### config.mk
export PLATFORM = sky130hd
export DESIGN_NAME = dot_pipe_arbiter
export DESIGN_NICKNAME = d
export VERILOG_FILES = /design/src/rtl/dot_pipe_arbiter.sv
export SDC_FILE = /design/constraint.sdc
export NUM_CORES = 1
export LEC_CHECK = 0
export BUFFER_PORTS_ARGS = -buffer_cell sky130_fd_sc_hd__buf_2
export CORE_AREA = 4 4 280 282
export CTS_CLUSTER_DIAMETER = 150
export DETAILED_ROUTE_END_ITERATION = 8
export DIE_AREA = 0 0 284 286
export GPL_ROUTABILITY_DRIVEN = 1
export PLACE_DENSITY = 0.3
export SLEW_MARGIN = 10
export SYNTH_ARGS = -nofsm -noshare
export SYNTH_HDL_FRONTEND = slang
export SYNTH_SLANG_ARGS = --single-unit
### constraint.sdc
create_clock -name clk -period 4.1 [get_ports clk]
set_clock_uncertainty 0.2 [all_clocks]
set_input_delay 0.615 -clock clk [delete_from_list [all_inputs] [get_ports clk]]
set_output_delay 0.615 -clock clk [all_outputs]
set_load 0.02 [all_outputs]
### src/rtl/dot_pipe_arbiter.sv
// dot_pipe_arbiter: round-robin front end for one shared, externally
// instantiated two-multiplier/one-adder dot-product pipeline.
// Picks one eligible requester per cycle and steers its operands to the
// pipeline. The requester ID travels alongside the pipeline latency in a
// tag shift register, so each result comes back tagged with its owner.
// Optional feature macro: DOT_ARB_STATS_EN adds per-requester grant
// counters, read through stat_sel / stat_grants.
module dot_pipe_arbiter #(
  parameter int unsigned N       = 4,
  parameter int unsigned IDW     = 2,
  parameter int unsigned LAT     = 2,
  parameter int unsigned MAX_OUT = 3
) (
  input  logic            clk,
  input  logic            reset,
  input  logic            hold,
  input  logic [N-1:0]    req_valid,
  output logic [N-1:0]    req_ready,
  input  logic [32*N-1:0] req_a1,
  input  logic [32*N-1:0] req_a2,
  input  logic [32*N-1:0] req_b1,
  input  logic [32*N-1:0] req_b2,
  output logic [31:0]     pipe_a1,
  output logic [31:0]     pipe_a2,
  output logic [31:0]     pipe_b1,
  output logic [31:0]     pipe_b2,
  input  logic [31:0]     pipe_c,
  output logic            resp_valid,
  output logic [IDW-1:0]  resp_id,
  output logic [31:0]     resp_data,
  output logic            busy
`ifdef DOT_ARB_STATS_EN
  ,
  input  logic [IDW-1:0]  stat_sel,
  output logic [31:0]     stat_grants
`endif
);

  localparam logic [2:0]     LP_MAX_OUT  = 3'(MAX_OUT);
  localparam logic [IDW-1:0] LP_LAST_RST = IDW'(N - 1);

  logic [N-1:0]   w_elig;
  logic [N-1:0]   w_inc;
  logic [N-1:0]   w_dec;
  logic           w_grant_any;
  logic [IDW-1:0] w_grant_id;
  logic [IDW-1:0] w_idx;

  logic [IDW-1:0] r_last_grant;
  logic [2:0]     r_out_cnt [N];
  logic [LAT-1:0] r_tag_v;
  logic [IDW-1:0] r_tag_id  [LAT];

  // Eligibility: operands present, below the in-flight cap, not held, not in reset
  always_comb begin
    w_elig = '0;
    for (int unsigned i = 0; i < N; i++) begin
      w_elig[i] = req_valid[i] & (r_out_cnt[i] < LP_MAX_OUT) & ~hold & ~reset;
    end
  end

  // Round-robin search starting just after the last granted requester, wrapping
  always_comb begin
    w_grant_any = 1'b0;
    w_grant_id  = '0;
    w_idx       = '0;
    for (int unsigned k = 1; k <= N; k++) begin
      w_idx = IDW'((32'(r_last_grant) + k) % N);
      if (!w_grant_any && w_elig[w_idx]) begin
        w_grant_any = 1'b1;
        w_grant_id  = w_idx;
      end
    end
  end

  // One-hot grant and per-requester counter up/down strobes
  always_comb begin
    req_ready = '0;
    w_inc     = '0;
    w_dec     = '0;
    for (int unsigned i = 0; i < N; i++) begin
      req_ready[i] = w_grant_any && (w_grant_id == IDW'(i));
      w_inc[i]     = req_ready[i];
      w_dec[i]     = resp_valid && (resp_id == IDW'(i));
    end
  end

  // Operand mux: granted requester's operands, zero when nothing is granted
  always_comb begin
    pipe_a1 = '0;
    pipe_a2 = '0;
    pipe_b1 = '0;
    pipe_b2 = '0;
    for (int unsigned i = 0; i < N; i++) begin
      if (req_ready[i]) begin
        pipe_a1 = req_a1[32*i +: 32];
        pipe_a2 = req_a2[32*i +: 32];
        pipe_b1 = req_b1[32*i +: 32];
        pipe_b2 = req_b2[32*i +: 32];
      end
    end
  end

  // Round-robin pointer moves only on a granting edge
  always_ff @(posedge clk) begin
    if (reset) begin
      r_last_grant <= LP_LAST_RST;
    end else if (w_grant_any) begin
      r_last_grant <= w_grant_id;
    end
  end

  // Tag pipeline {v,id} shadowing the external pipeline latency
  always_ff @(posedge clk) begin
    if (reset) begin
      r_tag_v <= '0;
      for (int unsigned l = 0; l < LAT; l++) begin
        r_tag_id[l] <= '0;
      end
    end else begin
      r_tag_v[0]  <= w_grant_any;
      r_tag_id[0] <= w_grant_id;
      for (int unsigned l = 1; l < LAT; l++) begin
        r_tag_v[l]  <= r_tag_v[l-1];
        r_tag_id[l] <= r_tag_id[l-1];
      end
    end
  end

  // In-flight counters: +1 on grant, -1 on matching response, both cancel
  always_ff @(posedge clk) begin
    if (reset) begin
      for (int unsigned i = 0; i < N; i++) begin
        r_out_cnt[i] <= '0;
      end
    end else begin
      for (int unsigned i = 0; i < N; i++) begin
        case ({w_inc[i], w_dec[i]})
          2'b10:   r_out_cnt[i] <= r_out_cnt[i] + 3'd1;
          2'b01:   r_out_cnt[i] <= r_out_cnt[i] - 3'd1;
          default: r_out_cnt[i] <= r_out_cnt[i];
        endcase
      end
    end
  end

  // The pipeline is not reset; the tag valid bit is what qualifies its output
  assign resp_valid = r_tag_v[LAT-1];
  assign resp_id    = r_tag_id[LAT-1];
  assign resp_data  = pipe_c;
  assign busy       = |r_tag_v;

`ifdef DOT_ARB_STATS_EN
  logic [31:0] r_stat_cnt [N];

  // Per-requester grant counters, wrapping at 2^32
  always_ff @(posedge clk) begin
    if (reset) begin
      for (int unsigned i = 0; i < N; i++) begin
        r_stat_cnt[i] <= '0;
      end
    end else begin
      for (int unsigned i = 0; i < N; i++) begin
        if (w_inc[i]) begin
          r_stat_cnt[i] <= r_stat_cnt[i] + 32'd1;
        end
      end
    end
  end

  // Combinational counter readback; selects beyond N read zero
  always_comb begin
    stat_grants = '0;
    for (int unsigned i = 0; i < N; i++) begin
      if (stat_sel == IDW'(i)) begin
        stat_grants = r_stat_cnt[i];
      end
    end
  end
`endif

endmodule

Yosys cells after proc, flatten, opt, wreduce, memory -nomap -nowiden
Memories as Yosys holds them, arrays and structs flattened.
Index checks and enable logic that the tools add are counted.

cells by class
  shifts and indexed selects = 0
  magnitude comparators = 8
  reduce and logical (&&, ||, !) cells = 21
  bitwise gates (word level) = 28
  add/sub/neg operators = 12
  divide/modulo/power cells = 0
  $mul = 0
  equal/unequal tests = 14
  mux-type cells = 85

operators by type and width
  cell                                                  count
  2-to-1 mux 32 bit                                     16
  2-to-1 mux 1 bit                                      47
  2-to-1 mux 3 bit                                      12
  equality test 2 bit (second input constant)           8
  bitwise OR 1 bit                                      14
  adder 3 x 1 -> 3 bit (second input constant)          4
  AND 1 bit                                             12
  equality test 2 x 1 -> 1 bit (second input constant)  6
  < comparator 2 x 3 -> 1 bit (second input constant)   4
  < comparator 3 x 2 -> 1 bit (second input constant)   4
  2-to-1 mux 2 bit                                      6
  subtractor 3 x 1 -> 3 bit (second input constant)     4
  logical AND 1 bit                                     11
  OR reduction 2 bit                                    5
  binary-select mux 1 bit (select 2 bit)                4
  adder 2 x 1 -> 2 bit (second input constant)          2
  adder 2 bit (second input constant)                   2
  zero test 2 bit                                       2
  zero test 1 bit                                       3
  NOT 1 bit                                             2

storage, ports and cells
  output and inout bits = 168
  memory bits (writable) = 16
  word-level logic and storage cells = 172
  register bits after elaboration = 4
  memories = 2
  bits in read-only memories = 0
  bits in latches = 0
  bits of input ports = 551

memories
  memory     depth  bits a word  read ports  clocked after Yosys merged registers in  write ports  RTL line  RTL
  r_out_cnt  4      3            4           0                                        4            50        logic [2:0] r_out_cnt [N];
  r_tag_id   2      2            2           0                                        2            52        logic [IDW-1:0] r_tag_id [LAT];

Depth between registers and ports, before layout
Gate-level depths: netlist (run 1).

  depth after elaboration = 25
  mapped depth = 14
  mapped depth without buffers = 12

Least setup slack after synthesis (run 1)
No wires, ideal clock.

  kind = input port to flip-flop
  from = input port reset
  to = memory r_out_cnt[0][2] (data pin)
  stages on the path = 14
  arrival time = 2.948 ns
  slack = 0.686 ns
  required time = 3.634 ns
  buffers on the path = 2
  cell sequence = buf_6 > or2_4 > nor4_4 > o21ai_1 > clkbuf_1 > and2_1 > inv_1 > ha_1 > nand2b_1 > fa_1 > xor2_1 > nor3_1 > a21oi_1 > nor2_1

RTL lines
  item         RTL line  RTL
  from (decl)  15        input logic reset,
  to (decl)    50

Worst setup path after layout (run 1)
  from = register r_last_grant[1]
  to = output port pipe_a2[23]

between the ends
  word-level cells in the longest chain between the ends = 19
  elaborated cells on any way between the ends = 38
  those cells by class = add/sub: 4; eq/ne: 3; mux: 20; reduce/logical: 11

RTL lines
  item                                    RTL line  RTL
  from (decl)                             49        logic [IDW-1:0] r_last_grant;
  from (signal assigned)                  109       r_last_grant <= w_grant_id;
  adder 2 x 1 -> 2 bit                    68        w_idx = IDW'((32'(r_last_grant) + k) % N);
  binary-select mux 1 bit (select 2 bit)  69        if (!w_grant_any && w_elig[w_idx]) begin
  2-to-1 mux 1 bit (implied by the code)  69
  2-to-1 mux 1 bit                        69
  zero test 1 bit                         69
  logical AND 1 bit                       69
  2-to-1 mux 1 bit                        69
  zero test 1 bit                         69
  logical AND 1 bit                       69
  2-to-1 mux 1 bit                        69
  zero test 1 bit                         69
  logical AND 1 bit                       69
  2-to-1 mux 2 bit                        69
  zero test 2 bit                         82        req_ready[i] = w_grant_any && (w_grant_id == IDW'(i));
  logical AND 1 bit                       82
  2-to-1 mux 32 bit (3 in series)         95        if (req_ready[i]) begin
  2-to-1 mux 32 bit (*)                   95
  to (decl)                               24        output logic [31:0] pipe_a2,

Every way passes the cells marked *; elsewhere a longest branch is shown, timed or not. The select of a mux whose other input is x is not followed.

==> impl_metrics.csv, run 1 <==
group,metric,value,unit
clock_tree,cts_root_buf,"clkbuf_16",
logic_synthesis,ys_async_sr_fraction,0,%
timing,final.period_utilization,88.0,%
setup_path,cp-start-kind,"flip-flop",
logic_synthesis,synth_top_flop_cell,"edfxtp_1",
clock_tree,post_cts_buffers,0,
timing,worst-slew-pin-transition,929,ps
place,dp_cells,2740,
logic_synthesis,syn_avg_cell_area,6.51,sq um
power,vdd.ir_drop.worst,0.124,mV
place,io_buffer_count,654,
cells_and_area,final_cells,2758,
setup_path,worst_ep_required_time,3280,ps
clock_tree,h-tree-depth,1,
routing,detail-route-antenna-nets,0,
global_route,first_global_vias,13500,
clock_tree,cts_tree,"done",
clock_tree,clock_sinks,20,
logic_synthesis,synth_top_area_share,16.0,%
setup_path,path_class,"flip-flop to primary output",
logic_synthesis,synth_area,8200,sq um
clock_tree,clockBufferDepth,2,
clock_tree,cts_buffers,3,
cells_and_area,nets,2331,
logic_synthesis,ys_warn_count,0,
global_route,grt_max_degree,75,
timing,slew_violations,0,
die,pin_count,719,
timing,rsz0062_at_grt,"false",
setup_path,cp_max_fo,61,
routing,via_per_inst,4.89,
hold_path,min_path_type,"flip-flop to flip-flop",
setup_path,endpoint,"pipe_a2[23]",
hold_path,worstHoldStart,"r_tag_id[0][0]",
setup_path,cp-end-kind,"primary output",
global_route,grt.total_usage,14.7,%
place,place_area,12500,sq um
setup_path,crit_arrival,2790,ps
cells_and_area,final_common_cell,"buf_2",
cells_and_area,final_cell_area,12600,sq um
global_route,overflow,0,
routing,wl_per_cell,23.9,um
timing,slew_headroom,38.1,%
clock_tree,postCtsHoldBufs,0,
logic_synthesis,ys_ff_latch,20,
cells_and_area,layout-drive-gt1-share,41.4,%
timing,hold_viol_final,0,
die,die_y,286,um
routing,wl,65800,um
setup_path,reg2reg_depth,12,
logic_synthesis,synthTopCellsByArea,"nand3_1, a32oi_1, nor3b_1",
clock_tree,clkLatencyLatePin,260,ps
timing,period_minus_slack,3610,ps
clock_tree,path_clk_slew,60,ps
logic_synthesis,synth_seq_area_share,6.35,%
global_route,grt_pass1_wl,93900,um
power,powerDensity,137,nW/um^2
timing,setup_viol,0,
die,start_util,10.8,%
setup_path,crit_start,"r_last_grant[1]",
global_route,antenna_found_initial,19,
routing,drtPass1Iterations,5,
setup_path,reg2reg_from,"r_out_cnt[3][2]",
die,rows,101,
place,gp_congestion,0.985,
cells_and_area,area_growth,53.7,%
logic_synthesis,synthCells,1259,
power,p_total,1.72,mW
setup_path,worst-r2r-setup-slack,880,ps
power,p_leak,5.22,nW
die,die_w,284,um
cells_and_area,most-common-layout-cells,"buf_2, nand3_1, a32oi_1",
routing,drtIter0Drc,1008,
die,die-area,81200,sq um
logic_synthesis,synthDistinctLibCells,49,
logic_synthesis,synth_edf_count,12,
outcome,outcome,"finished, final reports clean",
clock_tree,ctsResizeCount,0,
timing,setup-tns-final,0,ps
setup_path,r2r-end,"r_out_cnt[0][2]",
place,dpl.hpwl,48200,um
job,cap_viol_max_count,0,
timing,max_freq,277,MHz
logic_synthesis,yosysTopAreaCell,"nand3_1",
routing,drc_errors,0,
routing,vias,13500,
die,core-area,75700,sq um
logic_synthesis,mappedNetlistNets,1823,
-- cells by family (layout without fill, tap and decap cells) --
| group | after synthesis | count (layout) | share of synthesized area (%) |
|---|---|---|---|
| and+or+nand+nor | 714 | 714 | 48.8 |
| AOI/OAI and AO/OA | 285 | 285 | 29.4 |
| buffers and inverters | 223 | 730 | 12.7 |
| DFF | 20 | 20 | 6.35 |
| adders and majority gates | 13 | 13 | 2.26 |
| xor gates and xnor gates | 3 | 3 | 0.321 |
| muxes | 1 | 1 | 0.122 |
| other | 0 | 14 | 0 |
-- report_power, final --
part	internal, mW	leakage, nW	switching, mW
sequential	0.233	0.189	0.0195
combinational	0.453	4.98	0.737
clock	0.194	0.0512	0.0858
-- cell usage after synthesis (2+ instances only) --
| cell type | n |
|---|---|
| nand3_1 | 262 |
| a32oi_1 | 128 |
| nor3b_1 | 127 |
| nand2_1 | 110 |
| a22o_1 | 104 |
| nand4_1 | 102 |
| clkbuf_1 | 99 |
| buf_2 | 54 |
| nor2_1 | 41 |
| buf_4 | 35 |
| a22oi_1 | 28 |
| nand4b_1 | 26 |
| buf_1 | 17 |
| inv_1 | 16 |
| nor3_1 | 15 |
| edfxtp_1 | 12 |
| ha_1 | 10 |
| dfxtp_1 | 8 |
| nor2b_1 | 8 |
| a21oi_1 | 5 |
| and2_1 | 5 |
| nand2b_1 | 5 |
| o21bai_1 | 4 |
| and3_1 | 3 |
| fa_1 | 3 |
| o22ai_1 | 3 |
| or2_2 | 3 |
| xor2_1 | 3 |
| a31oi_1 | 2 |
| o21ai_0 | 2 |
-- stage by stage --
| step | worst slack, ps | hold WS, ps | utilization, % |
|---|---|---|---|
| floorplan | 686 | 214 | - |
| global placement | 386 | 216 | 16.5 |
| detailed placement | 531 | 236 | 16.5 |
| CTS | 557 | 251 | 16.6 |
| global route | 380 | 262 | 16.6 |
| finish | 490 | 244 | 16.6 |
-- worst max-delay path, cell delays in order (launching register included) --
cell     delay, ps
dfxtp_1        850
and4_4         550
buf_12         300
a22o_1         190
nand2_1         50
nand4_1        240
buf_2          230
-- layer usage --
| layer | global-route usage (%) | wire length [um] | part of all wire (%) | vias up |
|---|---|---|---|---|
| met4 | 4.09 | 1870 | 2.8 | 4 |
| li1 | - | - | - | 5981 |
| met2 | 25.5 | 32400 | 49 | 731 |
| met3 | 2.97 | 5080 | 7.7 | 104 |
| met1 | 18.6 | 26500 | 40 | 6669 |
| met5 | 0 | 18 | 0.027 | - |
-- area by class of cell --
class	count	area, sq um
fillers	8834	63100
multi-input cells	1016	6730
repair buffers	709	3920
well taps	978	1220
flip-flops and latches	20	520
clock buffers	3	75.1
inverters	17	66.3
diodes	14	35.0
clock inverters	1	30.0
-- state kept, by name, indices dropped and copies added, names as in the netlist --
signal	flops
r_last_grant	2
r_tag_v	2
r_out_cnt	12
r_tag_id	4
-- how the worst min path moves through the flow --
stage                          end  slack (ps)  depth (start not counted)
floorplan           r_tag_id[0][2]         210                          1
global placement    r_tag_id[0][2]         220                          1
detailed placement  r_tag_id[0][2]         240                          1
CTS                 r_tag_id[0][2]         250                          1
global route        r_tag_id[0][2]         260                          1
finish              r_tag_id[0][2]         240                          1
(Power assumes the default switching activity.)
==> inputs of run 2 (changes only) <==
--- a/config.mk
+++ b/config.mk
@@ -5,6 +5,7 @@
 export SDC_FILE = /design/constraint.sdc
 export NUM_CORES = 1
 export LEC_CHECK = 0
+export ABC_AREA = 1
 export BUFFER_PORTS_ARGS = -buffer_cell sky130_fd_sc_hd__buf_2
 export CORE_AREA = 4 4 280 282
 export CTS_CLUSTER_DIAMETER = 150
==> run 2 against run 1 <==
Hold slack worse by 35 ps. Synthesized area is 10% lower. Via count fell by 17%. Register-to-register slack lost 220 ps. Largest cell class unchanged.
==> impl_metrics.csv, run 2 <==
group,metric,value,unit
global_route,overflow,0,
power,vdd.ir_drop.worst,0.540,mV
power,power_switching_share,65.8,%
cells_and_area,final.fill_count,9042,
clock_tree,clockBufferDepth,2,
timing,setup_viol,0,
global_route,antenna_found_initial,10,
cells_and_area,most-common-layout-cells,"nand2_1, buf_2, inv_1",
logic_synthesis,synth_edf_count,12,
logic_synthesis,yosysTopAreaCell,"nand2_1",
logic_synthesis,synth.most_common_cell,"nand2_1",
global_route,grt_max_degree,71,
die,start_util,9.71,%
setup_path,worst_ep_required_time,3280,ps
power,p_clk_share,1.7,%
cells_and_area,layout-drive-gt1-share,35.5,%
global_route,grt_pass1_wl,68400,um
setup_path,cp-end-kind,"primary output",
clock_tree,cts_root_buf,"clkbuf_16",
hold_path,min_path_type,"flip-flop to flip-flop",
clock_tree,path_clk_slew,60,ps
place,io_buffer_count,654,
power,p_leak,7.06,nW
outcome,outcome,"finished, final reports clean",
routing,wl,48000,um
routing,drtPass1Iterations,6,
cells_and_area,top_regs,"r_out_cnt x12, r_tag_id x4",
die,die-area,81200,sq um
cells_and_area,largest_reg_flops,12,
setup_path,cp-start-kind,"input port",
power,seqPwrFrac,3.0,%
logic_synthesis,ys_warn_count,0,
cells_and_area,area_growth,60.1,%
routing,detail-route-antenna-nets,0,
global_route,grt.total_usage,10.8,%
place,dpl.hpwl,41900,um
routing,wl_per_cell,15.8,um
timing,holdWs,209,ps
cells_and_area,diodes,0,
clock_tree,h-tree-depth,1,
timing,slew_headroom,66.4,%
routing,drtIter0Drc,450,
die,pin_count,719,
die,core-area,75700,sq um
cells_and_area,final_cells,3044,
cells_and_area,postLayoutCoreUtil,15.5,%
setup_path,crit_arrival,2950,ps
logic_synthesis,mappedNetlistNets,2048,
timing,final.period_utilization,91.9,%
die,die_y,286,um
cells_and_area,final_common_cell,"nand2_1",
logic_synthesis,synthDistinctLibCells,32,
cells_and_area,multi_input_area,5340,sq um
global_route,first_global_vias,11200,
clock_tree,post_cts_buffers,0,
logic_synthesis,synthCells,1484,
logic_synthesis,synthTopCellsByCount,"nand2_1, inv_1, nand3_1, nand3b_1, buf_2",
place,dp_cells,3040,
setup_path,cp_max_fo,67,
die,die_w,284,um
timing,period_minus_slack,3770,ps
timing,slew_violations,0,
logic_synthesis,ys_ff_latch,20,
logic_synthesis,synth_seq_area_share,7.08,%
clock_tree,cts_buffers,3,
cells_and_area,top_register,"r_out_cnt",
clock_tree,clkLatencyLatePin,260,ps
routing,via_per_inst,3.66,
timing,max_freq,265,MHz
logic_synthesis,synth_top_flop_cell,"edfxtp_1",
power,p_comb_share,95.3,%
power,internal-power,4.36,mW
logic_synthesis,synthTopCellsByArea,"nand2_1, nand3b_1, nand3_1",
logic_synthesis,syn_avg_cell_area,4.95,sq um
timing,worst-slew-pin-transition,499,ps
routing,vias,11100,
die,rows,101,
timing,setup-tns-final,0,ps
timing,hold_viol_final,0,
power,powerDensity,1080,nW/um^2
logic_synthesis,synth_top_area_share,40.9,%
clock_tree,clock_sinks,20,
timing,rsz0062_at_grt,"false",
job,cap_viol_max_count,0,
cells_and_area,seq_area,522,sq um
logic_synthesis,synth_area,7350,sq um
power,p_switching,8.38,mW
clock_tree,cts_tree,"done",
place,gp_congestion,0.949,
logic_synthesis,ys_async_sr_fraction,0,%
routing,drc_errors,0,
setup_path,path_class,"input port to primary output",
cells_and_area,nets,2631,
[run 2: critical path, cell delays in order]
cell and delay (ps):
buf_2 100, nor2_1 100, buf_4 180, nand4_1 190, nand2_1 160, nand2_1 60, nand2_1 120, nand3_1 110
nand3_1 160, nand2_2 140, nor2_4 190, buf_12 240, buf_4 200, nand2_1 50, nand2_1 50, buf_2 160
[run 2: what timing repair did]
action	CTS	global route
hold buffers	0	0
gates resized for setup	0	1
endpoints found under the setup margin	0	20
[run 2: cell families after synthesis]
group / share of synthesized area (%)
simple gates: 67.3
compound gates: 1.38
buf+inv: 20.8
xor+xnor: 0.936
flops: 7.08
fa+ha+maj: 2.52
[run 2: path summary, 6_finish.rpt]
kind | from | to | slack, ps | cells after the start
setup / recovery | hold | pipe_b1[2] | 330 | 16
hold / removal | r_tag_id[0][0] | r_tag_id[0][2] | 210 | 2
setup reg to reg | r_out_cnt[2][2] | r_out_cnt[3][0] | 660 | 13
hold reg to reg | r_tag_id[0][0] | r_tag_id[0][2] | 210 | 2
[run 2: area by class of cell]
type | count | area share (%)
multi-input combinational | 1160 | 45.4
timing repair buffer | 713 | 33.7
tap | 978 | 10.4
inverter | 169 | 5.43
sequential | 20 | 4.43
clock buffer | 4 | 0.670
[run 2: power by group through the flow]
stage / registers [mW] / clock network [mW] / logic [mW]
CTS: 0.386 / 0.221 / 12.5
global route: 0.393 / 0.230 / 13.5
finish: 0.384 / 0.214 / 12.1
detailed placement: 0.390 / 0 / 12.4
floorplan: 0.359 / 0 / 7.82
global placement: 0.391 / 0 / 12.6
[run 2: routing by layer]
metal / wire length, um / track usage [%] / part of all wire [%]
met1: 17900 / 11.7 / 37
met2: 25500 / 21.4 / 53
met3: 3420 / 2.22 / 7.1
met4: 1210 / 2.58 / 2.5
met5: 73 / 0 / 0.15
[run 2: through the flow]
stage	setup slack, ps	total power, mW	area, sq um
3_3_place_gp	313	12.9	11700
2_1_floorplan	538	8.18	7350
5_1_grt	123	14.1	11800
4_1_cts	152	13.1	11800
6_report	332	12.7	11800
3_5_place_dp	339	12.8	11700
==> inputs of run 3 (changes only) <==
--- a/config.mk
+++ b/config.mk
@@ -13,6 +13,7 @@
 export DIE_AREA = 0 0 284 286
 export GPL_ROUTABILITY_DRIVEN = 1
 export PLACE_DENSITY = 0.3
+export RECOVER_POWER = 25
 export SLEW_MARGIN = 10
 export SYNTH_ARGS = -nofsm -noshare
 export SYNTH_HDL_FRONTEND = slang
==> run 3 against run 2 <==
Critical path depth did not move. Sequential power barely moved. Routed wire length barely moved. Clock power barely moved. Worst setup slack got worse by 7.7 ps. Core utilization barely moved. Hold slack barely moved. Critical path type unchanged. Critical endpoint unchanged. Largest cell class unchanged. Highest routed layer unchanged.
==> impl_metrics.csv, run 3 (synthesis gave the netlist of run 2 again) <==
group,metric,value,unit
global_route,grt_pass1_wl,68400,um
place,dp_cells,3040,
routing,drtIter0Drc,449,
setup_path,cp_max_fo,67,
clock_tree,cts_root_buf,"clkbuf_16",
routing,drtPass1Iterations,6,
timing,rsz0062_at_grt,"false",
die,core-area,75700,sq um
global_route,first_global_vias,11200,
routing,via_per_inst,3.66,
setup_path,endpoint,"pipe_b1[2]",
setup_path,path_cells,"buf_2 > nor2_1 > buf_4 > nand4_1 > nand2_1 > nand2_1 > nand2_1 > nand3_1 > nand3_1 > nand2_2 > nor2_4 > buf_12 > buf_4 > nand2_1 > nand2_1 > buf_2",
timing,max_freq,265,MHz
place,dpl.hpwl,41900,um
die,die-area,81200,sq um
die,rows,101,
timing,worst-slew-pin-transition,499,ps
setup_path,crit_start,"hold",
setup_path,cp_top_family,"simple AND/OR/NAND/NOR gates",
timing,slew_violations,0,
setup_path,reg2reg_depth,15,
cells_and_area,top_register,"r_out_cnt",
outcome,outcome,"finished, final reports clean",
clock_tree,clockBufferDepth,2,
timing,slew_headroom,66.4,%
cells_and_area,final_common_cell,"nand2_1",
timing,setup-tns-final,0,ps
setup_path,reg2reg_from,"r_last_grant[1]",
hold_path,min_path_type,"flip-flop to flip-flop",
setup_path,cp-start-kind,"input port",
routing,vias,11100,
cells_and_area,top_regs,"r_out_cnt x12, r_tag_id x4",
setup_path,critPathBufInv,5,
timing,hold_viol_final,0,
die,pin_count,719,
setup_path,r2r-end,"r_out_cnt[0][2]",
place,io_buffer_count,654,
cells_and_area,area_growth,60.0,%
cells_and_area,largest_reg_flops,12,
global_route,met3_usage,2.22,%
global_route,grtUsageMet2,21.4,%
global_route,grt.total_usage,10.8,%
global_route,grtUsageMet1,11.7,%
power,p_total,12.7,mW
timing,setup_viol,0,
global_route,antenna_found_initial,10,
cells_and_area,most-common-layout-cells,"nand2_1, buf_2, inv_1",
global_route,overflow,0,
power,p_leak,7.04,nW
routing,detail-route-antenna-nets,0,
timing,holdWs,209,ps
global_route,grt_max_degree,71,
cells_and_area,nets,2631,
cells_and_area,diodes,0,
clock_tree,clkLatencyLatePin,260,ps
routing,wl,48000,um
power,vdd.ir_drop.worst,0.542,mV
power,powerDensity,1080,nW/um^2
timing,final.period_utilization,92.1,%
cells_and_area,layout-drive-gt1-share,35.2,%
cells_and_area,postLayoutCoreUtil,15.5,%
setup_path,cpMostUsedCell,"nand2_1",
cells_and_area,final_cells,3044,
timing,period_minus_slack,3780,ps
setup_path,cp.depth,16,
setup_path,crit_arrival,2960,ps
global_route,top_usage_layer,"met2",
clock_tree,path_clk_slew,60,ps
die,start_util,9.71,%
die,die_w,284,um
die,die_y,286,um
place,gp_congestion,0.949,
setup_path,worst-r2r-setup-slack,650,ps
clock_tree,cts_tree,"done",
clock_tree,h-tree-depth,1,
clock_tree,post_cts_buffers,0,
setup_path,slowest_stage,"buf_12",
clock_tree,clock_sinks,20,
routing,drc_errors,0,
setup_path,cp-end-kind,"primary output",
setup_path,worst_ep_required_time,3280,ps
setup_path,cpPeakStageDelay,240,ps
job,cap_viol_max_count,0,
setup_path,path_class,"input port to primary output",
routing,wl_per_cell,15.8,um
clock_tree,cts_buffers,3,
==> run 3: cell count changes in the layout (fill, tap and decap cells not counted) <==
cell	delta
buf_2	-5
buf_4	-1
clkbuf_1	+6
inv_1	+1
inv_2	-1
==> run 3: where the power goes <==
group          internal [mW]  switching [mW]
registers              0.315          0.0701
logic                   3.90            8.23
clock network          0.133          0.0810
total                   4.35            8.38
==> run 3: what timing repair did <==
item / CTS / global route
hold buffers: 0 / 0
gates resized for setup: 0 / 1
setup endpoints to repair: 0 / 20
endpoints found under the hold margin: 0 / 0
==> run 3: tightest hold or removal path, stage by stage (launching register included) <==
cell and delay (ps):
dfxtp_1 300, inv_1 40, nor2_1 30
==> run 3: worst min path at each step <==
stage / start / to / slack (ps) / cells after the start
2_1_floorplan: r_tag_id[0][0] / r_tag_id[0][2] / 190 / 2
3_3_place_gp: r_tag_id[0][0] / r_tag_id[0][2] / 200 / 2
3_5_place_dp: r_tag_id[0][0] / r_tag_id[0][2] / 200 / 2
4_1_cts: r_tag_id[0][0] / r_tag_id[0][2] / 210 / 2
5_1_grt: r_tag_id[0][0] / r_tag_id[0][2] / 230 / 2
6_report: r_tag_id[0][0] / r_tag_id[0][2] / 210 / 2
==> run 3: final cells by class <==
class	instances	area, sq um
Clock buffer	4	78.8
Fill cell	9047	63900
Inverter	169	639
Multi-Input combinational cell	1160	5340
Sequential cell	20	522
Tap cell	978	1220
Timing Repair Buffer	713	3960
==> run 3: stage by stage <==
step / cell area [sq um] / setup slack (ps)
global route: 11800 / 123
detailed placement: 11700 / 339
finish: 11800 / 324
global placement: 11700 / 313
floorplan: 7350 / 538
CTS: 11800 / 152
==> run 3: layer usage <==
metal	part of all wire, %	wire length (um)
met5	0.15	73
met1	37	17900
met4	2.5	1210
met3	7.0	3370
met2	53	25500
